<file path="src/rtl/fpu_arbiter_if.sv">
// Requester-side request/response bus for fpu_arbiter; one lane per requester,
// operands and opcodes packed flat with requester i at the i-th slot.
interface fpu_arbiter_if #(
    parameter int NREQ = 4
);
    logic [NREQ-1:0]      req_valid;
    logic [NREQ-1:0]      req_ready;
    logic [NREQ*32-1:0]   req_op_a;
    logic [NREQ*32-1:0]   req_op_b;
    logic [NREQ*4-1:0]    req_opcode;
    logic [NREQ-1:0]      rsp_valid;
    logic [31:0]          rsp_data;
    logic                 rsp_exc;
    logic                 rsp_ovf;
    logic                 rsp_unf;
    logic                 rsp_err;

    modport master (
        output req_valid, req_op_a, req_op_b, req_opcode,
        input  req_ready, rsp_valid, rsp_data, rsp_exc, rsp_ovf, rsp_unf, rsp_err
    );

    modport slave (
        input  req_valid, req_op_a, req_op_b, req_opcode,
        output req_ready, rsp_valid, rsp_data, rsp_exc, rsp_ovf, rsp_unf, rsp_err
    );
endinterface

</file>
<file path="src/rtl/fpu_arbiter.sv">
// Round-robin scheduler sharing one fixed-latency pipelined FPU among NREQ requesters.
// Define FPU_ARB_OPCODE_CHECK_EN to flag opcodes 0 and 12..15 as illegal (rsp_err).
module fpu_arbiter #(
    parameter int NREQ    = 4,
    parameter int FPU_LAT = 3
) (
    input  logic          clk,
    input  logic          rst,
    fpu_arbiter_if.slave  bus,
    output logic [31:0]   fpu_op_a,
    output logic [31:0]   fpu_op_b,
    output logic [3:0]    fpu_opcode,
    input  logic [31:0]   fpu_result,
    input  logic          fpu_exc,
    input  logic          fpu_ovf,
    input  logic          fpu_unf,
    output logic          busy,
    output logic [15:0]   issued_cnt
);
    localparam int IDW = $clog2(NREQ);

    logic [IDW-1:0]  rr_ptr_q, rr_ptr_d;
    logic [NREQ-1:0] grant;
    logic            xfer;
    logic [IDW-1:0]  gnt_id;
    logic [IDW-1:0]  scan_idx;
    logic [31:0]     sel_a, sel_b;
    logic [3:0]      sel_op;

    logic [31:0]     op_a_q, op_a_d;
    logic [31:0]     op_b_q, op_b_d;
    logic [3:0]      opcode_q, opcode_d;
    logic            iss_v_q, iss_v_d;
    logic [IDW-1:0]  iss_id_q, iss_id_d;
    logic [15:0]     cnt_q, cnt_d;

    logic [FPU_LAT-1:0] tv_q, tv_d;
    logic [IDW-1:0]     tid_q [FPU_LAT];
    logic [IDW-1:0]     tid_d [FPU_LAT];

`ifdef FPU_ARB_OPCODE_CHECK_EN
    logic               illegal;
    logic               iss_err_q, iss_err_d;
    logic [FPU_LAT-1:0] terr_q, terr_d;
`endif

    // Scan starts one past the last winner so the previous grantee has lowest priority.
    always_comb begin
        grant    = '0;
        xfer     = 1'b0;
        gnt_id   = rr_ptr_q;
        scan_idx = rr_ptr_q;
        for (int k = 1; k <= NREQ; k++) begin
            scan_idx = IDW'((int'(rr_ptr_q) + k) % NREQ);
            if (!rst && !xfer && bus.req_valid[scan_idx]) begin
                xfer            = 1'b1;
                grant[scan_idx] = 1'b1;
                gnt_id          = scan_idx;
            end
        end
    end

    assign bus.req_ready = grant;

    always_comb begin
        sel_a  = '0;
        sel_b  = '0;
        sel_op = '0;
        for (int i = 0; i < NREQ; i++) begin
            if (grant[i]) begin
                sel_a  = bus.req_op_a[32*i +: 32];
                sel_b  = bus.req_op_b[32*i +: 32];
                sel_op = bus.req_opcode[4*i +: 4];
            end
        end
    end

    // Issue stage: operands hold when idle, opcode falls back to 0.
    always_comb begin
        rr_ptr_d = rr_ptr_q;
        op_a_d   = op_a_q;
        op_b_d   = op_b_q;
        opcode_d = 4'd0;
        iss_v_d  = xfer;
        iss_id_d = iss_id_q;
        cnt_d    = cnt_q;
`ifdef FPU_ARB_OPCODE_CHECK_EN
        illegal   = (sel_op == 4'd0) || (sel_op >= 4'd12);
        iss_err_d = 1'b0;
`endif
        if (xfer) begin
            rr_ptr_d = gnt_id;
            op_a_d   = sel_a;
            op_b_d   = sel_b;
            iss_id_d = gnt_id;
            cnt_d    = cnt_q + 16'd1;
`ifdef FPU_ARB_OPCODE_CHECK_EN
            iss_err_d = illegal;
            opcode_d  = illegal ? 4'd0 : sel_op;
`else
            opcode_d  = sel_op;
`endif
        end
    end

    always_comb begin
        tv_d[0]  = iss_v_q;
        tid_d[0] = iss_id_q;
`ifdef FPU_ARB_OPCODE_CHECK_EN
        terr_d[0] = iss_err_q;
`endif
        for (int i = 1; i < FPU_LAT; i++) begin
            tv_d[i]  = tv_q[i-1];
            tid_d[i] = tid_q[i-1];
`ifdef FPU_ARB_OPCODE_CHECK_EN
            terr_d[i] = terr_q[i-1];
`endif
        end
    end

    always_ff @(posedge clk) begin
        if (rst) begin
            rr_ptr_q <= IDW'(NREQ - 1);
            op_a_q   <= '0;
            op_b_q   <= '0;
            opcode_q <= '0;
            iss_v_q  <= 1'b0;
            iss_id_q <= '0;
            cnt_q    <= '0;
            tv_q     <= '0;
            for (int i = 0; i < FPU_LAT; i++) begin
                tid_q[i] <= '0;
            end
`ifdef FPU_ARB_OPCODE_CHECK_EN
            iss_err_q <= 1'b0;
            terr_q    <= '0;
`endif
        end else begin
            rr_ptr_q <= rr_ptr_d;
            op_a_q   <= op_a_d;
            op_b_q   <= op_b_d;
            opcode_q <= opcode_d;
            iss_v_q  <= iss_v_d;
            iss_id_q <= iss_id_d;
            cnt_q    <= cnt_d;
            tv_q     <= tv_d;
            tid_q    <= tid_d;
`ifdef FPU_ARB_OPCODE_CHECK_EN
            iss_err_q <= iss_err_d;
            terr_q    <= terr_d;
`endif
        end
    end

    // Responses are gated during reset so flushed operations never surface.
    always_comb begin
        bus.rsp_valid = '0;
        bus.rsp_data  = '0;
        bus.rsp_exc   = 1'b0;
        bus.rsp_ovf   = 1'b0;
        bus.rsp_unf   = 1'b0;
        bus.rsp_err   = 1'b0;
        if (!rst && tv_q[FPU_LAT-1]) begin
            bus.rsp_valid[tid_q[FPU_LAT-1]] = 1'b1;
`ifdef FPU_ARB_OPCODE_CHECK_EN
            if (terr_q[FPU_LAT-1]) begin
                bus.rsp_err = 1'b1;
            end else begin
                bus.rsp_data = fpu_result;
                bus.rsp_exc  = fpu_exc;
                bus.rsp_ovf  = fpu_ovf;
                bus.rsp_unf  = fpu_unf;
            end
`else
            bus.rsp_data = fpu_result;
            bus.rsp_exc  = fpu_exc;
            bus.rsp_ovf  = fpu_ovf;
            bus.rsp_unf  = fpu_unf;
`endif
        end
    end

    assign fpu_op_a   = op_a_q;
    assign fpu_op_b   = op_b_q;
    assign fpu_opcode = opcode_q;
    assign busy       = iss_v_q | (|tv_q);
    assign issued_cnt = cnt_q;
endmodule

</file>
<file path="src/flat_wrapper.sv">
// flat-port wrapper written by rule: the top's interface ports become plain ports
module fpu_arbiter_flat 
#(
    parameter int NREQ    = 4,
    parameter int FPU_LAT = 3
)
  (clk, rst, fpu_op_a, fpu_op_b, fpu_opcode, fpu_result, fpu_exc, fpu_ovf, fpu_unf, busy, issued_cnt, bus_req_valid, bus_req_op_a, bus_req_op_b, bus_req_opcode, bus_req_ready, bus_rsp_valid, bus_rsp_data, bus_rsp_exc, bus_rsp_ovf, bus_rsp_unf, bus_rsp_err);
  fpu_arbiter_if #(.NREQ(NREQ)) bus_i ();
  input  logic clk;
  input  logic rst;
  output logic [31:0] fpu_op_a;
  output logic [31:0] fpu_op_b;
  output logic [3:0] fpu_opcode;
  input  logic [31:0] fpu_result;
  input  logic fpu_exc;
  input  logic fpu_ovf;
  input  logic fpu_unf;
  output logic busy;
  output logic [15:0] issued_cnt;
  input wire logic [$bits(bus_i.req_valid)-1:0] bus_req_valid;
  input wire logic [$bits(bus_i.req_op_a)-1:0] bus_req_op_a;
  input wire logic [$bits(bus_i.req_op_b)-1:0] bus_req_op_b;
  input wire logic [$bits(bus_i.req_opcode)-1:0] bus_req_opcode;
  output wire logic [$bits(bus_i.req_ready)-1:0] bus_req_ready;
  output wire logic [$bits(bus_i.rsp_valid)-1:0] bus_rsp_valid;
  output wire logic [$bits(bus_i.rsp_data)-1:0] bus_rsp_data;
  output wire logic [$bits(bus_i.rsp_exc)-1:0] bus_rsp_exc;
  output wire logic [$bits(bus_i.rsp_ovf)-1:0] bus_rsp_ovf;
  output wire logic [$bits(bus_i.rsp_unf)-1:0] bus_rsp_unf;
  output wire logic [$bits(bus_i.rsp_err)-1:0] bus_rsp_err;
  assign bus_i.req_valid = bus_req_valid;
  assign bus_i.req_op_a = bus_req_op_a;
  assign bus_i.req_op_b = bus_req_op_b;
  assign bus_i.req_opcode = bus_req_opcode;
  assign bus_req_ready = bus_i.req_ready;
  assign bus_rsp_valid = bus_i.rsp_valid;
  assign bus_rsp_data = bus_i.rsp_data;
  assign bus_rsp_exc = bus_i.rsp_exc;
  assign bus_rsp_ovf = bus_i.rsp_ovf;
  assign bus_rsp_unf = bus_i.rsp_unf;
  assign bus_rsp_err = bus_i.rsp_err;
  fpu_arbiter #(.NREQ(NREQ), .FPU_LAT(FPU_LAT)) u_core (.clk(clk), .rst(rst), .bus(bus_i), .fpu_op_a(fpu_op_a), .fpu_op_b(fpu_op_b), .fpu_opcode(fpu_opcode), .fpu_result(fpu_result), .fpu_exc(fpu_exc), .fpu_ovf(fpu_ovf), .fpu_unf(fpu_unf), .busy(busy), .issued_cnt(issued_cnt));
endmodule
</file>
<file path="config.mk">
export PLATFORM = sky130hd
export DESIGN_NAME = fpu_arbiter_flat
export DESIGN_NICKNAME = d
export VERILOG_FILES = /design/src/rtl/fpu_arbiter_if.sv /design/src/rtl/fpu_arbiter.sv /design/src/flat_wrapper.sv
export SDC_FILE = /design/constraint.sdc
export NUM_CORES = 1
export LEC_CHECK = 0
export CORE_AREA = 2 2 173 175
export CTS_CLUSTER_SIZE = 16
export DETAILED_ROUTE_END_ITERATION = 6
export DIE_AREA = 0 0 175 177
export GPL_ROUTABILITY_DRIVEN = 0
export PLACE_DENSITY = 0.63
export SLEW_MARGIN = 40
export SYNTH_ARGS = -nofsm -noshare
export SYNTH_HDL_FRONTEND = slang
export SYNTH_SLANG_ARGS = --single-unit
export TNS_END_PERCENT = 50
</file>
<file path="constraint.sdc">
create_clock -name clk -period 3.1 [get_ports clk]
set_input_delay 0.62 -clock clk [delete_from_list [all_inputs] [get_ports clk]]
set_output_delay 0.62 -clock clk [all_outputs]
set_load 0.005 [all_outputs]
</file>
== Word-level counts from Yosys, hierarchy flattened ==
Index checks and enable logic that the tools add are counted.
W data, S select, Z words.

* Flip-flop bits (word level): 98
* Latch bits: 0
* Memory bits (writable): 0
* Word-level logic and storage cells: 97
* Bits of input ports: 313
* Output and inout port bits: 129
* Memories kept: 0
* Memory bits (read-only): 0

* Multiply operators: 0
* Muxes and demuxes: 47
* Reductions and logical operators: 19
* Shift-type cells: 0
* Order comparisons: 10
* Equality and inequality tests: 0
* Add/sub/neg operators: 5
* Divide/modulo/power cells: 0
* Bitwise logic cells: 5

{| class="wikitable"
|+ Operators by type and width
! kind !! count
|-
| $mux W32 || 9
|-
| $mux W4 || 9
|-
| $add A16 B1 Y16 const B || 1
|-
| $mux W1 || 16
|-
| $lt A2 B3 Y1 const B || 5
|-
| $logic_and A1 B1 Y1 || 13
|-
| $or A4 B4 Y4 || 3
|-
| $demux W1 S2 || 5
|-
| $ge A2 B1 Y1 const B || 5
|-
| $bmux W1 S2 || 4
|-
| $mux W2 || 4
|-
| $add A2 B1 Y2 const B || 2
|-
| $add A2 B2 Y2 const B || 2
|-
| $logic_not A1 Y1 || 4
|-
| $reduce_or A3 Y1 || 1
|-
| $reduce_or A2 Y1 || 1
|-
| $not A1 Y1 || 1
|-
| $or A1 B1 Y1 || 1
|}

== Longest topological paths before layout ==
* Depth in word-level cells: 21
* Depth in mapped cells: 13
* Gate-level depth less buffers: 9

== Least setup slack after synthesis ==
OpenSTA, ideal clock, no wires.

* Path kind: flip-flop to output port
* From: reg u_core.rr_ptr_q[1]
* To: out bus_req_ready[3]
* Data required time: 2480 ps
* Path slack: 97 ps
* Buffers on the path: 3
* Cell stages (with the launch flop): 10
* Arrival time: 2383 ps
* Path through: dfxtp_1 buf_2 inv_1 ha_1 and3b_1 nor3_1 nor4_1 or3_1 buf_2 buf_2

* Cells in the longest elaborated chain, start to end: 17
* Elaborated cells on any way between the ends: 52
* Those cells by class: 4 x add/sub; 8 x order compare; 23 x mux; 3 x bitwise; 14 x reduce/logical

{| class="wikitable"
|+ Ends and longest elaborated chain
! element !! line !! RTL
|-
| start: declaration || fpu_arbiter.sv:22 || <nowiki>logic [IDW-1:0] rr_ptr_q, rr_ptr_d;</nowiki>
|-
| start signal: assignment || fpu_arbiter.sv:123 || <nowiki>rr_ptr_q <= IDW'(NREQ - 1);</nowiki>
|-
| start signal: assignment || fpu_arbiter.sv:139 || <nowiki>rr_ptr_q <= rr_ptr_d;</nowiki>
|-
| branches (longest 16 deep; another with $lt A2 B3 Y1) || - ||
|-
| $mux W4 (*) || fpu_arbiter.sv:55 || <nowiki>if (!rst && !xfer && bus.req_valid[scan_idx]) begin</nowiki>
|-
| end: declaration || flat_wrapper.sv:24 || <nowiki>output wire logic [$bits(bus_i.req_ready)-1:0] bus_req_ready;</nowiki>
|}

Every way passes the cells marked *. The select of a mux whose other input is x is not followed.

== Final worst setup path ==
* From: in bus_req_valid[3]
* To: out bus_req_ready[1]

* Cells in the longest elaborated chain, start to end: 16
* Elaborated cells on any way between the ends: 28
* Those cells by class: 15 x mux; 3 x bitwise; 10 x reduce/logical

{| class="wikitable"
|+ Ends and longest elaborated chain
! element !! line !! RTL
|-
| start: declaration || flat_wrapper.sv:20 || <nowiki>input wire logic [$bits(bus_i.req_valid)-1:0] bus_req_valid;</nowiki>
|-
| $bmux W1 S2 || fpu_arbiter.sv:55 ||
|-
| $mux W1 (not written as such) || fpu_arbiter.sv:55 ||
|-
| $logic_and A1 B1 Y1 || fpu_arbiter.sv:55 ||
|-
| $mux W1 || fpu_arbiter.sv:55 ||
|-
| $logic_not A1 Y1 || fpu_arbiter.sv:55 ||
|-
| $logic_and A1 B1 Y1 (2 in a row) || fpu_arbiter.sv:55 ||
|-
| $mux W1 || fpu_arbiter.sv:55 ||
|-
| $logic_not A1 Y1 || fpu_arbiter.sv:55 ||
|-
| $logic_and A1 B1 Y1 (2 in a row) || fpu_arbiter.sv:55 ||
|-
| $mux W1 || fpu_arbiter.sv:55 ||
|-
| $logic_not A1 Y1 || fpu_arbiter.sv:55 ||
|-
| $logic_and A1 B1 Y1 (2 in a row) || fpu_arbiter.sv:55 ||
|-
| $mux W4 (*) || fpu_arbiter.sv:55 ||
|}

Mark *: on every way between the ends. The rest lies on a longest branch, timed or not. The select of a mux whose other input is x is not followed.

==> qor.yml <==
logic_synthesis:
  yosys.area_share.xor_xnor_pct: 1.73
  synth_largest_area_cell: "dfxtp_1"
  synth-compound-area-share_pct: 32.8
  async_flop_share_pct: 0
  ys_top_cells_by_count: "dfxtp_1 (98), inv_1 (80), nand2_1 (77), o31ai_1 (67), a221o_1 (64)"
  synth.most_common_cell: "dfxtp_1"
  syn_area_per_cell_um2: 8.37
  synth_top_area_share_pct: 32.4
  synth_seq_cells: 98
  synthMuxAreaShare_pct: 3.30
  ys_seq_area_share_pct: 32.4
  synth.top_cells.by_area: "dfxtp_1 (32%), a221o_1 (11%), o311ai_0 (8.4%)"
  synthAdderAreaFrac_pct: 1.65
  synth_top_family_by_area: "compound AO/OA/AOI/OAI gates"
  synth_top_flop_cell: "dfxtp_1"
  synth.cell_area_mm2: 0.00606
  syn_inst: 724
  syn_nets: 1045
  synth-simple-area-share_pct: 17.3
  synth_edf_count: 0
  ys_warn_count: 0
  synth_cell_types: 53
route:
  avgRoutedWirePerCell_um: 19.0
  via_per_inst: 4.87
  wl_um: 29900
  drc: 0
  via_count: 7684
  drt_iter0_drc: 381
  detail-route-antenna-nets: 0
  drtPass1Iterations: 5
power:
  worst_ir_drop_vdd_v: 0.000255
  p_sw_mw: 2.31
  clock_power_share_pct: 19.1
  comb_power_share_pct: 53.5
  p_sw_share_pct: 35.9
  total_power_mw: 6.43
  power.leakage_nw: 4.76
  internal_power_mw: 4.12
  p_per_area_mw_per_mm2: 545
  pwr-share-seq_pct: 27.4
clocking:
  clk_latency_ps: 360
  cts_root_buffer: "clkbuf_16"
  clock_sinks: 98
  clkSlewWorstSetupHoldPaths_ps: 60
  cts_made_buffers: 9
  cts_hold_buf: 0
  cts_tree: "yes"
  cts_buffer_depth: 2
  cts_max_level: 3
final_layout:
  fin_nets: 1501
  drive_above_1_share_pct: 11.3
  final_area_mm2: 0.0118
  area_growth_pct: 94.8
  fillerInstances: 2922
worst_setup_path:
  crit_fanout: 8
  endpoint_kind: "output port"
  worst-setup-path-type: "in -> out"
  path_common_cell: "dlygate4sd2_1"
  ff2ff_path_depth: 13
  cpLargestDelayFamily: "buffers and inverters"
  worst_ep_required_time_ps: 2480
  timing.rr.end: "u_core.fpu_op_b[9]"
  crit_path_max_incr_delay_ps: 550
  crit_path_top_delay_cell: "mux4_2"
  start_kind: "primary input"
  r2r_slack_ps: 220
  reg2reg_from: "u_core.rr_ptr_q[0]"
  arrival_ps: 2410
  worst-path-buf-inv: 4
  path_cells: "dlygate4sd2_1, mux4_2, buf_4, nand2_2, o41ai_4, a221oi_4, inv_2, dlygate4sd2_1"
placement:
  port_buffers: 440
  placed_area_mm2: 0.0113
  dpl.hpwl_um: 22300
outcome:
  status: "finished, final reports clean"
global_routing:
  grt.total_usage_pct: 18.1
  grt_pass1_wl_um: 43500
  antenna_found_initial: 7
  grt-ovfl-total: 0
  first_global_vias: 7471
  grt_max_degree: 60
sta:
  finalCritPeriodShare_pct: 97.8
  tns_ps: 0
  clock_skew_ps: 16.9
  min_period_ps: 3030
  fmax_mhz: 330
  setup_viol: 0
  rsz0062_at_grt: "false"
  hold_viol: 0
  maxSlewViolCount: 0
floorplanning:
  dieHeight_um: 177
  core_mm2: 0.0292
  start_util_pct: 20.7
  rows: 63
  boundaryPins: 442
  fp.dieArea_mm2: 0.0310
  chipWidth_um: 175
worst_hold_path:
  whs_endpoint: "u_core.tid_d[0]"
  min_path_type: "reg -> reg"
  whs_path_depth: 1
  min_from: "u_core.tid_d[2]"
run:
  drv_cap: 0
==> metal layers <==
layer | wire, µm | up-vias | global-route usage (%)
met1 | 12100 | 3635 | 21.6
met5 | 52 | - | 0
met3 | 2350 | 38 | 5.24
met2 | 14800 | 369 | 31.6
li1 | - | 3634 | -
met4 | 626 | 8 | 5.14
==> worst max-delay path by stage <==
stage                  startpoint                  to  slack [ps]  cells past startpoint
5_1_grt        u_core.rr_ptr_q[1]    bus_req_ready[0]           2                      8
6_report         bus_req_valid[3]    bus_req_ready[1]          70                      8
4_1_cts        u_core.rr_ptr_q[1]    bus_req_ready[3]        -130                      7
3_3_place_gp     bus_req_valid[3]    bus_req_ready[3]        -550                      6
2_1_floorplan  u_core.rr_ptr_q[1]    bus_req_ready[3]         100                      9
3_5_place_dp     bus_req_valid[3]  u_core.fpu_op_b[3]        -580                      9
==> power groups by stage <==
stage,sequential [mW],clock [mW],combinational [mW]
2_1_floorplan,1.78,0,1.52
3_3_place_gp,1.78,0,3.30
3_5_place_dp,1.78,0,3.34
4_1_cts,1.76,1.27,3.44
5_1_grt,1.79,1.32,3.71
6_report,1.76,1.23,3.44
==> registers in the layout, summed over array words and instances, names as in the netlist <==
register,count
u_core.iss_v_q,1
u_core.iss_id_q,2
u_core.rr_ptr_q,2
u_core.fpu_opcode,4
u_core.tv_q,3
u_core.tid_d,4
u_core.tid_q,2
u_core.fpu_op_b,32
u_core.issued_cnt,16
u_core.fpu_op_a,32
==> cell usage in the layout, fill, tap and decap left out, drive strengths merged, types with 3 or more instances in the layout <==
master	n
xor2	10
mux2	6
o21ai	6
a21oi	5
dfxtp	98
nor2	20
dlygate4sd2	5
nand2	77
diode	3
and3b	3
o31ai	67
o311ai	65
mux2i	8
nor2b	16
nor3	10
a31oi	4
a221o	64
inv	85
a22oi	3
nor3b	4
clkbuf	11
nand4	10
buf	76
ha	8
and3	7
a221oi	6
or3	3
and2	39
clkdlybuf4s50	431
nand3	5
==> cells by family after synthesis <==
logic type	count (synthesis)
compound gates	232
xor+xnor	12
fa+ha+maj	8
buf+inv	154
flops	98
mux	16
other cells	1
simple gates	203
==> area by class of cell <==
class | count | area [µm²] | share of cell area [%]
Timing Repair Buffer | 516 | 5100 | 43.2
Tap cell | 390 | 488 | 4.13
Clock buffer | 9 | 225 | 1.91
Multi-Input combinational cell | 472 | 3630 | 30.8
Sequential cell | 98 | 1960 | 16.6
Antenna cell | 3 | 7.51 | 0.0636
Clock inverter | 7 | 82.6 | 0.699
Inverter | 83 | 312 | 2.64
==> metrics by stage <==
stage	worst slack (ps)	hold slack [ps]	util, %	std cells
floorplan	96.9	414	-	724
global placement	-548	423	38.8	1554
global route	1.72	463	40.4	1577
detailed placement	-579	427	38.8	1554
finish	68.0	438	40.4	1578
CTS	-134	443	40.3	1575
==> repair_timing <==
item	CTS	global route
gates cloned	0	0
resized for setup	29	13
setup buffers	5	0
pin swaps	4	3
setup endpoints to repair	102	4
(Power assumes the default switching activity.)
